<file path="src/rtl/wb_pkg.sv">
// Shared types and constants for the two-master Wishbone arbiter.
package wb_pkg;

    localparam int WB_DW = 8;
    localparam int WB_AW = 16;

    localparam logic CPU = 1'b0;
    localparam logic DBG = 1'b1;

    typedef enum logic [1:0] {
        IDLE  = 2'd0,
        ISSUE = 2'd1,
        WAIT  = 2'd2,
        DONE  = 2'd3
    } state_e;

endpackage

</file>
<file path="src/rtl/wb_bus_arbiter_if.sv">
// Bus bundle between the CPU/debug masters, the arbiter and the slave.
interface wb_bus_arbiter_if #(
    parameter int AW = wb_pkg::WB_AW,
    parameter int DW = wb_pkg::WB_DW
);
    logic          m0_stb_i;
    logic          m0_we_i;
    logic [AW-1:0] m0_adr_i;
    logic [DW-1:0] m0_dat_i;
    logic          m0_ack_o;
    logic          m0_err_o;
    logic [DW-1:0] m0_dat_o;

    logic          m1_stb_i;
    logic          m1_we_i;
    logic [AW-1:0] m1_adr_i;
    logic [DW-1:0] m1_dat_i;
    logic          m1_ack_o;
    logic          m1_err_o;
    logic [DW-1:0] m1_dat_o;
    logic          m1_lock_i;

    logic          s_stb_o;
    logic          s_we_o;
    logic [AW-1:0] s_adr_o;
    logic [DW-1:0] s_dat_o;
    logic          s_ack_i;
    logic [DW-1:0] s_dat_i;

    logic          busy_o;
    logic          grant_o;

    // Arbiter side: serves the masters, drives the slave.
    modport slave (
        input  m0_stb_i, m0_we_i, m0_adr_i, m0_dat_i,
        output m0_ack_o, m0_err_o, m0_dat_o,
        input  m1_stb_i, m1_we_i, m1_adr_i, m1_dat_i, m1_lock_i,
        output m1_ack_o, m1_err_o, m1_dat_o,
        output s_stb_o, s_we_o, s_adr_o, s_dat_o,
        input  s_ack_i, s_dat_i,
        output busy_o, grant_o
    );

    modport master (
        output m0_stb_i, m0_we_i, m0_adr_i, m0_dat_i,
        input  m0_ack_o, m0_err_o, m0_dat_o,
        output m1_stb_i, m1_we_i, m1_adr_i, m1_dat_i, m1_lock_i,
        input  m1_ack_o, m1_err_o, m1_dat_o,
        input  s_stb_o, s_we_o, s_adr_o, s_dat_o,
        output s_ack_i, s_dat_i,
        input  busy_o, grant_o
    );

endinterface

</file>
<file path="src/rtl/wb_rr_pick.sv">
// Two-way round-robin pick; the debug port may hold the bus with lock.
module wb_rr_pick
    import wb_pkg::*;
(
    input  logic i_stb0,
    input  logic i_stb1,
    input  logic i_last,
    input  logic i_lock,
    output logic o_req,
    output logic o_grant
);

    always_comb begin
        o_req   = i_stb0 | i_stb1;
        o_grant = CPU;
        unique case (1'b1)
            (i_stb0 && i_stb1):
                o_grant = (i_last && i_lock) ? DBG : ~i_last;
            (i_stb1 && !i_stb0):
                o_grant = DBG;
            default:
                o_grant = CPU;
        endcase
    end

endmodule

</file>
<file path="src/rtl/wb_bus_arbiter.sv">
// Two-master Wishbone arbiter: one single-cycle slave strobe per grant,
// with a bounded wait for the slave ack.
module wb_bus_arbiter
    import wb_pkg::*;
#(
    parameter int WB_DATA_WIDTH = WB_DW,
    parameter int WB_ADDR_WIDTH = WB_AW,
    parameter int TIMEOUT       = 15
) (
    input  logic          clk_i,
    input  logic          rst_ni,
    wb_bus_arbiter_if.slave bus
);

    localparam logic [7:0] LP_TMO_LAST = 8'(TIMEOUT - 1);

    state_e                     r_state;
    state_e                     w_next;
    logic                       r_last;
    logic                       r_grant;
    logic                       r_err;
    logic [7:0]                 r_cnt;
    logic                       r_we;
    logic [WB_ADDR_WIDTH-1:0]   r_adr;
    logic [WB_DATA_WIDTH-1:0]   r_dat;
    logic [WB_DATA_WIDTH-1:0]   r_m0_dat;
    logic [WB_DATA_WIDTH-1:0]   r_m1_dat;

    logic                       w_req;
    logic                       w_pick;
    logic                       w_ack_cap;
    logic                       w_tmo;
    logic [WB_DATA_WIDTH-1:0]   w_cap_dat;

    wb_rr_pick u_pick (
        .i_stb0  (bus.m0_stb_i),
        .i_stb1  (bus.m1_stb_i),
        .i_last  (r_last),
        .i_lock  (bus.m1_lock_i),
        .o_req   (w_req),
        .o_grant (w_pick)
    );

    always_comb begin
        w_next    = r_state;
        w_ack_cap = 1'b0;
        w_tmo     = 1'b0;
        unique case (r_state)
            IDLE: begin
                if (w_req) w_next = ISSUE;
            end
            ISSUE: begin
                w_next = WAIT;
                if (bus.s_ack_i) begin
                    w_ack_cap = 1'b1;
                    w_next    = DONE;
                end
            end
            WAIT: begin
                // A late ack on the expiry cycle still counts as success.
                if (bus.s_ack_i) begin
                    w_ack_cap = 1'b1;
                    w_next    = DONE;
                end else if (r_cnt == LP_TMO_LAST) begin
                    w_tmo  = 1'b1;
                    w_next = DONE;
                end
            end
            DONE: begin
                w_next = IDLE;
            end
            default: begin
                w_next = IDLE;
            end
        endcase
    end

    assign w_cap_dat = w_tmo ? '1 : bus.s_dat_i;

    always_ff @(posedge clk_i or negedge rst_ni) begin
        if (!rst_ni) begin
            r_state  <= IDLE;
            r_last   <= DBG;
            r_grant  <= CPU;
            r_err    <= 1'b0;
            r_cnt    <= '0;
            r_we     <= 1'b0;
            r_adr    <= '0;
            r_dat    <= '0;
            r_m0_dat <= '0;
            r_m1_dat <= '0;
        end else begin
            r_state <= w_next;
            if (r_state == IDLE && w_req) begin
                r_grant <= w_pick;
                r_we    <= w_pick ? bus.m1_we_i  : bus.m0_we_i;
                r_adr   <= w_pick ? bus.m1_adr_i : bus.m0_adr_i;
                r_dat   <= w_pick ? bus.m1_dat_i : bus.m0_dat_i;
            end
            if (w_ack_cap || w_tmo) begin
                r_err <= w_tmo;
                if (r_grant) r_m1_dat <= w_cap_dat;
                else         r_m0_dat <= w_cap_dat;
            end
            r_cnt <= (r_state == WAIT) ? r_cnt + 8'd1 : '0;
            if (r_state == DONE) r_last <= r_grant;
        end
    end

    assign bus.s_stb_o  = (r_state == ISSUE);
    assign bus.s_we_o   = r_we;
    assign bus.s_adr_o  = r_adr;
    assign bus.s_dat_o  = r_dat;

    assign bus.m0_ack_o = (r_state == DONE) && (r_grant == CPU);
    assign bus.m1_ack_o = (r_state == DONE) && (r_grant == DBG);
    assign bus.m0_err_o = bus.m0_ack_o && r_err;
    assign bus.m1_err_o = bus.m1_ack_o && r_err;
    assign bus.m0_dat_o = r_m0_dat;
    assign bus.m1_dat_o = r_m1_dat;

    assign bus.busy_o   = (r_state != IDLE);
    assign bus.grant_o  = r_grant;

endmodule

</file>
<file path="src/flat_wrapper.sv">
// flat-port wrapper written by rule: the top's interface ports become plain ports
module wb_bus_arbiter_flat import wb_pkg::*;
#(
    parameter int WB_DATA_WIDTH = WB_DW,
    parameter int WB_ADDR_WIDTH = WB_AW,
    parameter int TIMEOUT       = 15
)
  (clk_i, rst_ni, bus_m0_stb_i, bus_m0_we_i, bus_m0_adr_i, bus_m0_dat_i, bus_m0_ack_o, bus_m0_err_o, bus_m0_dat_o, bus_m1_stb_i, bus_m1_we_i, bus_m1_adr_i, bus_m1_dat_i, bus_m1_lock_i, bus_m1_ack_o, bus_m1_err_o, bus_m1_dat_o, bus_s_stb_o, bus_s_we_o, bus_s_adr_o, bus_s_dat_o, bus_s_ack_i, bus_s_dat_i, bus_busy_o, bus_grant_o);
  wb_bus_arbiter_if #(.AW((16)), .DW((8))) bus_i ();
  input  logic clk_i;
  input  logic rst_ni;
  input wire logic [$bits(bus_i.m0_stb_i)-1:0] bus_m0_stb_i;
  input wire logic [$bits(bus_i.m0_we_i)-1:0] bus_m0_we_i;
  input wire logic [$bits(bus_i.m0_adr_i)-1:0] bus_m0_adr_i;
  input wire logic [$bits(bus_i.m0_dat_i)-1:0] bus_m0_dat_i;
  output wire logic [$bits(bus_i.m0_ack_o)-1:0] bus_m0_ack_o;
  output wire logic [$bits(bus_i.m0_err_o)-1:0] bus_m0_err_o;
  output wire logic [$bits(bus_i.m0_dat_o)-1:0] bus_m0_dat_o;
  input wire logic [$bits(bus_i.m1_stb_i)-1:0] bus_m1_stb_i;
  input wire logic [$bits(bus_i.m1_we_i)-1:0] bus_m1_we_i;
  input wire logic [$bits(bus_i.m1_adr_i)-1:0] bus_m1_adr_i;
  input wire logic [$bits(bus_i.m1_dat_i)-1:0] bus_m1_dat_i;
  input wire logic [$bits(bus_i.m1_lock_i)-1:0] bus_m1_lock_i;
  output wire logic [$bits(bus_i.m1_ack_o)-1:0] bus_m1_ack_o;
  output wire logic [$bits(bus_i.m1_err_o)-1:0] bus_m1_err_o;
  output wire logic [$bits(bus_i.m1_dat_o)-1:0] bus_m1_dat_o;
  output wire logic [$bits(bus_i.s_stb_o)-1:0] bus_s_stb_o;
  output wire logic [$bits(bus_i.s_we_o)-1:0] bus_s_we_o;
  output wire logic [$bits(bus_i.s_adr_o)-1:0] bus_s_adr_o;
  output wire logic [$bits(bus_i.s_dat_o)-1:0] bus_s_dat_o;
  input wire logic [$bits(bus_i.s_ack_i)-1:0] bus_s_ack_i;
  input wire logic [$bits(bus_i.s_dat_i)-1:0] bus_s_dat_i;
  output wire logic [$bits(bus_i.busy_o)-1:0] bus_busy_o;
  output wire logic [$bits(bus_i.grant_o)-1:0] bus_grant_o;
  assign bus_i.m0_stb_i = bus_m0_stb_i;
  assign bus_i.m0_we_i = bus_m0_we_i;
  assign bus_i.m0_adr_i = bus_m0_adr_i;
  assign bus_i.m0_dat_i = bus_m0_dat_i;
  assign bus_m0_ack_o = bus_i.m0_ack_o;
  assign bus_m0_err_o = bus_i.m0_err_o;
  assign bus_m0_dat_o = bus_i.m0_dat_o;
  assign bus_i.m1_stb_i = bus_m1_stb_i;
  assign bus_i.m1_we_i = bus_m1_we_i;
  assign bus_i.m1_adr_i = bus_m1_adr_i;
  assign bus_i.m1_dat_i = bus_m1_dat_i;
  assign bus_i.m1_lock_i = bus_m1_lock_i;
  assign bus_m1_ack_o = bus_i.m1_ack_o;
  assign bus_m1_err_o = bus_i.m1_err_o;
  assign bus_m1_dat_o = bus_i.m1_dat_o;
  assign bus_s_stb_o = bus_i.s_stb_o;
  assign bus_s_we_o = bus_i.s_we_o;
  assign bus_s_adr_o = bus_i.s_adr_o;
  assign bus_s_dat_o = bus_i.s_dat_o;
  assign bus_i.s_ack_i = bus_s_ack_i;
  assign bus_i.s_dat_i = bus_s_dat_i;
  assign bus_busy_o = bus_i.busy_o;
  assign bus_grant_o = bus_i.grant_o;
  wb_bus_arbiter #(.WB_DATA_WIDTH(WB_DATA_WIDTH), .WB_ADDR_WIDTH(WB_ADDR_WIDTH), .TIMEOUT(TIMEOUT)) u_core (.clk_i(clk_i), .rst_ni(rst_ni), .bus(bus_i));
endmodule
</file>
<file path="config.mk">
export PLATFORM = sky130hd
export DESIGN_NAME = wb_bus_arbiter_flat
export DESIGN_NICKNAME = d
export VERILOG_FILES = /design/src/rtl/wb_pkg.sv /design/src/rtl/wb_bus_arbiter_if.sv /design/src/rtl/wb_rr_pick.sv /design/src/rtl/wb_bus_arbiter.sv /design/src/flat_wrapper.sv
export SDC_FILE = /design/constraint.sdc
export NUM_CORES = 1
export LEC_CHECK = 0
export CORE_UTILIZATION = 46
export DETAILED_ROUTE_END_ITERATION = 8
export PLACE_DENSITY = 0.95
export SETUP_SLACK_MARGIN = 0.5
export SLEW_MARGIN = 10
export SYNTH_ARGS = -nofsm -noshare
export SYNTH_HDL_FRONTEND = slang
export SYNTH_SLANG_ARGS = --single-unit
</file>
<file path="constraint.sdc">
create_clock -name clk_i -period 4.3 [get_ports clk_i]
set_input_delay 1.075 -clock clk_i [delete_from_list [all_inputs] [get_ports clk_i]]
set_output_delay 1.075 -clock clk_i [all_outputs]
set_load 0.1 [all_outputs]
</file>
==> impl_metrics.toml <==
[outcome]
status = "completed"

[final_layout]
fillerInstances = 394
antenna_cells = 0
final_nets = 430
syn_to_final_growth_pct = 48.8
fin_cells = 430
drive_gt1_share_pct = 10.8

[timing]
fin_skew_ns = 0.00593
tightest_slew_ns = 1.05
finalMaxSlewViolations = 0
slew-limit-headroom_pct = 29.5
setup_tns_ns = 0
grt_setup_unrepaired = "false"
setup_viol = 0
min_period_ns = 3.31
final.period_utilization_pct = 77.1
hold_violations = 0
fmax_mhz = 302

[critical_path]
worstPathMaxFanout = 5
rr_startpoint = "u_core.r_last"
critical_path_buf_inv_count = 1
path_delay_family = "buffers and inverters"
cp.required_ns = 3.22
r2r_end = "u_core.bus.s_adr_o[14]"
crit_chain = "ha_1 -> nor2b_2 -> clkdlybuf4s50_1"
cp-start-kind = "flip-flop"
critPathMaxStageDelay_ns = 1.14
r2r_slack_ns = 2.30
r2r.worst_path.cells = 4
cp.arrival_ns = 2.24
path_class = "flip-flop to output pin"
slowest_stage = "clkdlybuf4s50_1"
cp-end-kind = "output pin"

[detailed_routing]
vias = 2182
drcViolationCount = 0
ant_nets = 0
drtPass1Iterations = 4
vias_per_cell = 5.07
wire_per_inst_microns = 15.0
drt-initial-drc-count = 156
wirelength_microns = 6440

[worst_hold_path]
hold_class = "flip-flop to flip-flop"
timing.hold.worst_endpoint = "u_core.bus.s_dat_o[5]"
whs_path_depth = 2
min-delay-start = "u_core.bus.s_dat_o[5]"

[global_route]
antenna_found_initial = 0
grt_max_degree = 52
use_met3_pct = 3.69
top_usage_layer = "met2"
grt_pass1_wl_microns = 10700
first_global_vias = 2239
grt_use_total_pct = 23.2
grt_use_met2_pct = 41.3
gr-usage-met1_pct = 27.9
overflow = 0

[die]
core_area_sq_mm = 0.00527
io_pins = 112
initial_core_util_pct = 49.1
num_rows = 26
die_x_microns = 77.0
die_area_sq_mm = 0.00593
fp.dieH_microns = 77.0

[synth]
netlist_area_sq_mm = 0.00259
synth_area_leaders = "dfrtp_1, mux2i_1, nand2_1"
syn_inst = 249
synth.distinct_cells = 30
avgSynthCellArea_sq_um = 10.4
yosysTopAreaCellShare_pct = 51.2
ys_seq_area_share_pct = 52.2
ys_seq_elements = 54
synth_top_cell_by_area = "dfrtp_1"
yosys_warnings = 0
synth_fp_nets = 320

[place]
dpl.cell_count = 422
dp.final_hpwl_microns = 4990
finalWeightedCongestion = 0.780
numPortBuffers = 111

[job]
cap_violations = 0

[cts]
post_cts_buffers = 0
cts.sinks = 54
clk_latency_ns = 0.31
root_buffer = "clkbuf_8"
cts_hold_buf = 0
cts_tree = "done"
clock_path_buffers = 2
cts_max_level = 2
cts_resized = 0
cts_buffers = 5
clk_pin_slew_ns = 0.09
[area by class of cell]
cell class / instances / area [sq um] / share of cell area (%)
Tap cell: 70 / 87.6 / 2.27
Multi-Input combinational cell: 180 / 1180 / 30.5
Clock inverter: 1 / 8.76 / 0.227
Clock buffer: 7 / 96.3 / 2.50
Sequential cell: 54 / 1350 / 35.1
Timing Repair Buffer: 113 / 1110 / 28.9
Inverter: 5 / 18.8 / 0.487
[cell usage after synthesis]
cell and instances:
a211oi_1 1, a221oi_1 1, a22oi_1 1, a2bb2oi_1 1, and2_1 8, and3_1 2
and3_2 1, buf_2 2, buf_4 1, buf_6 2, clkbuf_1 5, dfrtp_1 53
dfstp_2 1, ha_1 7, inv_1 5, mux2_2 2, mux2i_1 25, nand2_1 61
nand2b_1 1, nand3_1 6, nand3_2 16, nand4b_1 1, nor2_1 4, nor2b_1 4
o21ai_0 28, o21ai_1 1, or3_1 2, or4_4 1, xnor2_1 4, xor2_1 2
[per-stage QoR]
step / utilization [%] / worst slack (ns) / hold WS (ns) / cell area, sq um
finish: 73.1 / 0.986 / 0.484 / 3850
global route: 73.1 / 0.880 / 0.509 / 3850
CTS: 73.1 / 0.971 / 0.481 / 3850
detailed placement: 71.1 / 1.20 / 0.467 / 3750
global placement: 71.1 / 1.31 / 0.460 / 3750
floorplan: - / 0.569 / 0.443 / 2590
[layer usage]
metal,share of wire (%),vias to the layer above
met2,54,71
li1,-,1057
met3,4.4,11
met5,0,-
met4,2.1,0
met1,40,1043
[cells by family after synthesis]
| kind of cell | count (synthesis) | synth area share (%) |
|---|---|---|
| and+or+nand+nor | 107 | 21.9 |
| DFF | 54 | 52.2 |
| AOI/OAI and AO/OA | 33 | 6.86 |
| muxes | 27 | 10.5 |
| buffers and inverters | 15 | 3.00 |
| adders and majority gates | 7 | 3.38 |
| xor gates and xnor gates | 6 | 2.03 |
[layout by cell type (no fill, tap or decap), types with 2 or more instances in the layout]
| cell type | Yosys | final |
|---|---|---|
| xor2_1 | 2 | 2 |
| ha_1 | 7 | 7 |
| buf_4 | 1 | 6 |
| clkdlybuf4s50_1 | 0 | 106 |
| or3_1 | 2 | 2 |
| nand3_1 | 6 | 6 |
| xnor2_1 | 4 | 4 |
| nand3_2 | 16 | 16 |
| and3_1 | 2 | 2 |
| clkbuf_8 | 0 | 7 |
| nor2_1 | 4 | 4 |
| inv_1 | 5 | 5 |
| nor2b_1 | 4 | 3 |
| mux2i_1 | 25 | 25 |
| dfrtp_1 | 53 | 53 |
| o21ai_0 | 28 | 27 |
| nand2_1 | 61 | 61 |
| and2_1 | 8 | 8 |
| mux2_2 | 2 | 2 |
[worst max path at each step]
| stage | from | to | slack [ns] | depth (start not counted) |
|---|---|---|---|---|
| floorplan | u_core.bus.grant_o | bus_m0_err_o | 0.57 | 2 |
| global placement | bus_m0_stb_i | u_core.bus.s_adr_o[10] | 1.31 | 5 |
| detailed placement | bus_m0_stb_i | u_core.bus.s_adr_o[14] | 1.20 | 5 |
| CTS | u_core.r_state[1] | bus_m0_ack_o | 0.97 | 3 |
| global route | u_core.r_state[1] | bus_m0_ack_o | 0.88 | 3 |
| finish | u_core.r_state[1] | bus_m0_ack_o | 0.99 | 3 |
[worst reg2reg max path: stages, from the launching register on]
cell,delay (ns)
dfstp_2,0.56
nand2_1,0.09
o21ai_4,0.81
mux2i_1,0.29
o21ai_0,0.12
[flip-flops by register name (all words and copies together) (netlist names)]
name	count
u_core.bus.m0_dat_o	8
u_core.bus.m1_dat_o	8
u_core.r_state	2
u_core.r_last	1
u_core.r_cnt	8
u_core.r_err	1
u_core.bus.grant_o	1
u_core.bus.s_adr_o	16
u_core.bus.s_we_o	1
u_core.bus.s_dat_o	8
Power is not shown: default switching activity piles up to over one toggle a cycle in this logic, so the estimate is an artifact.
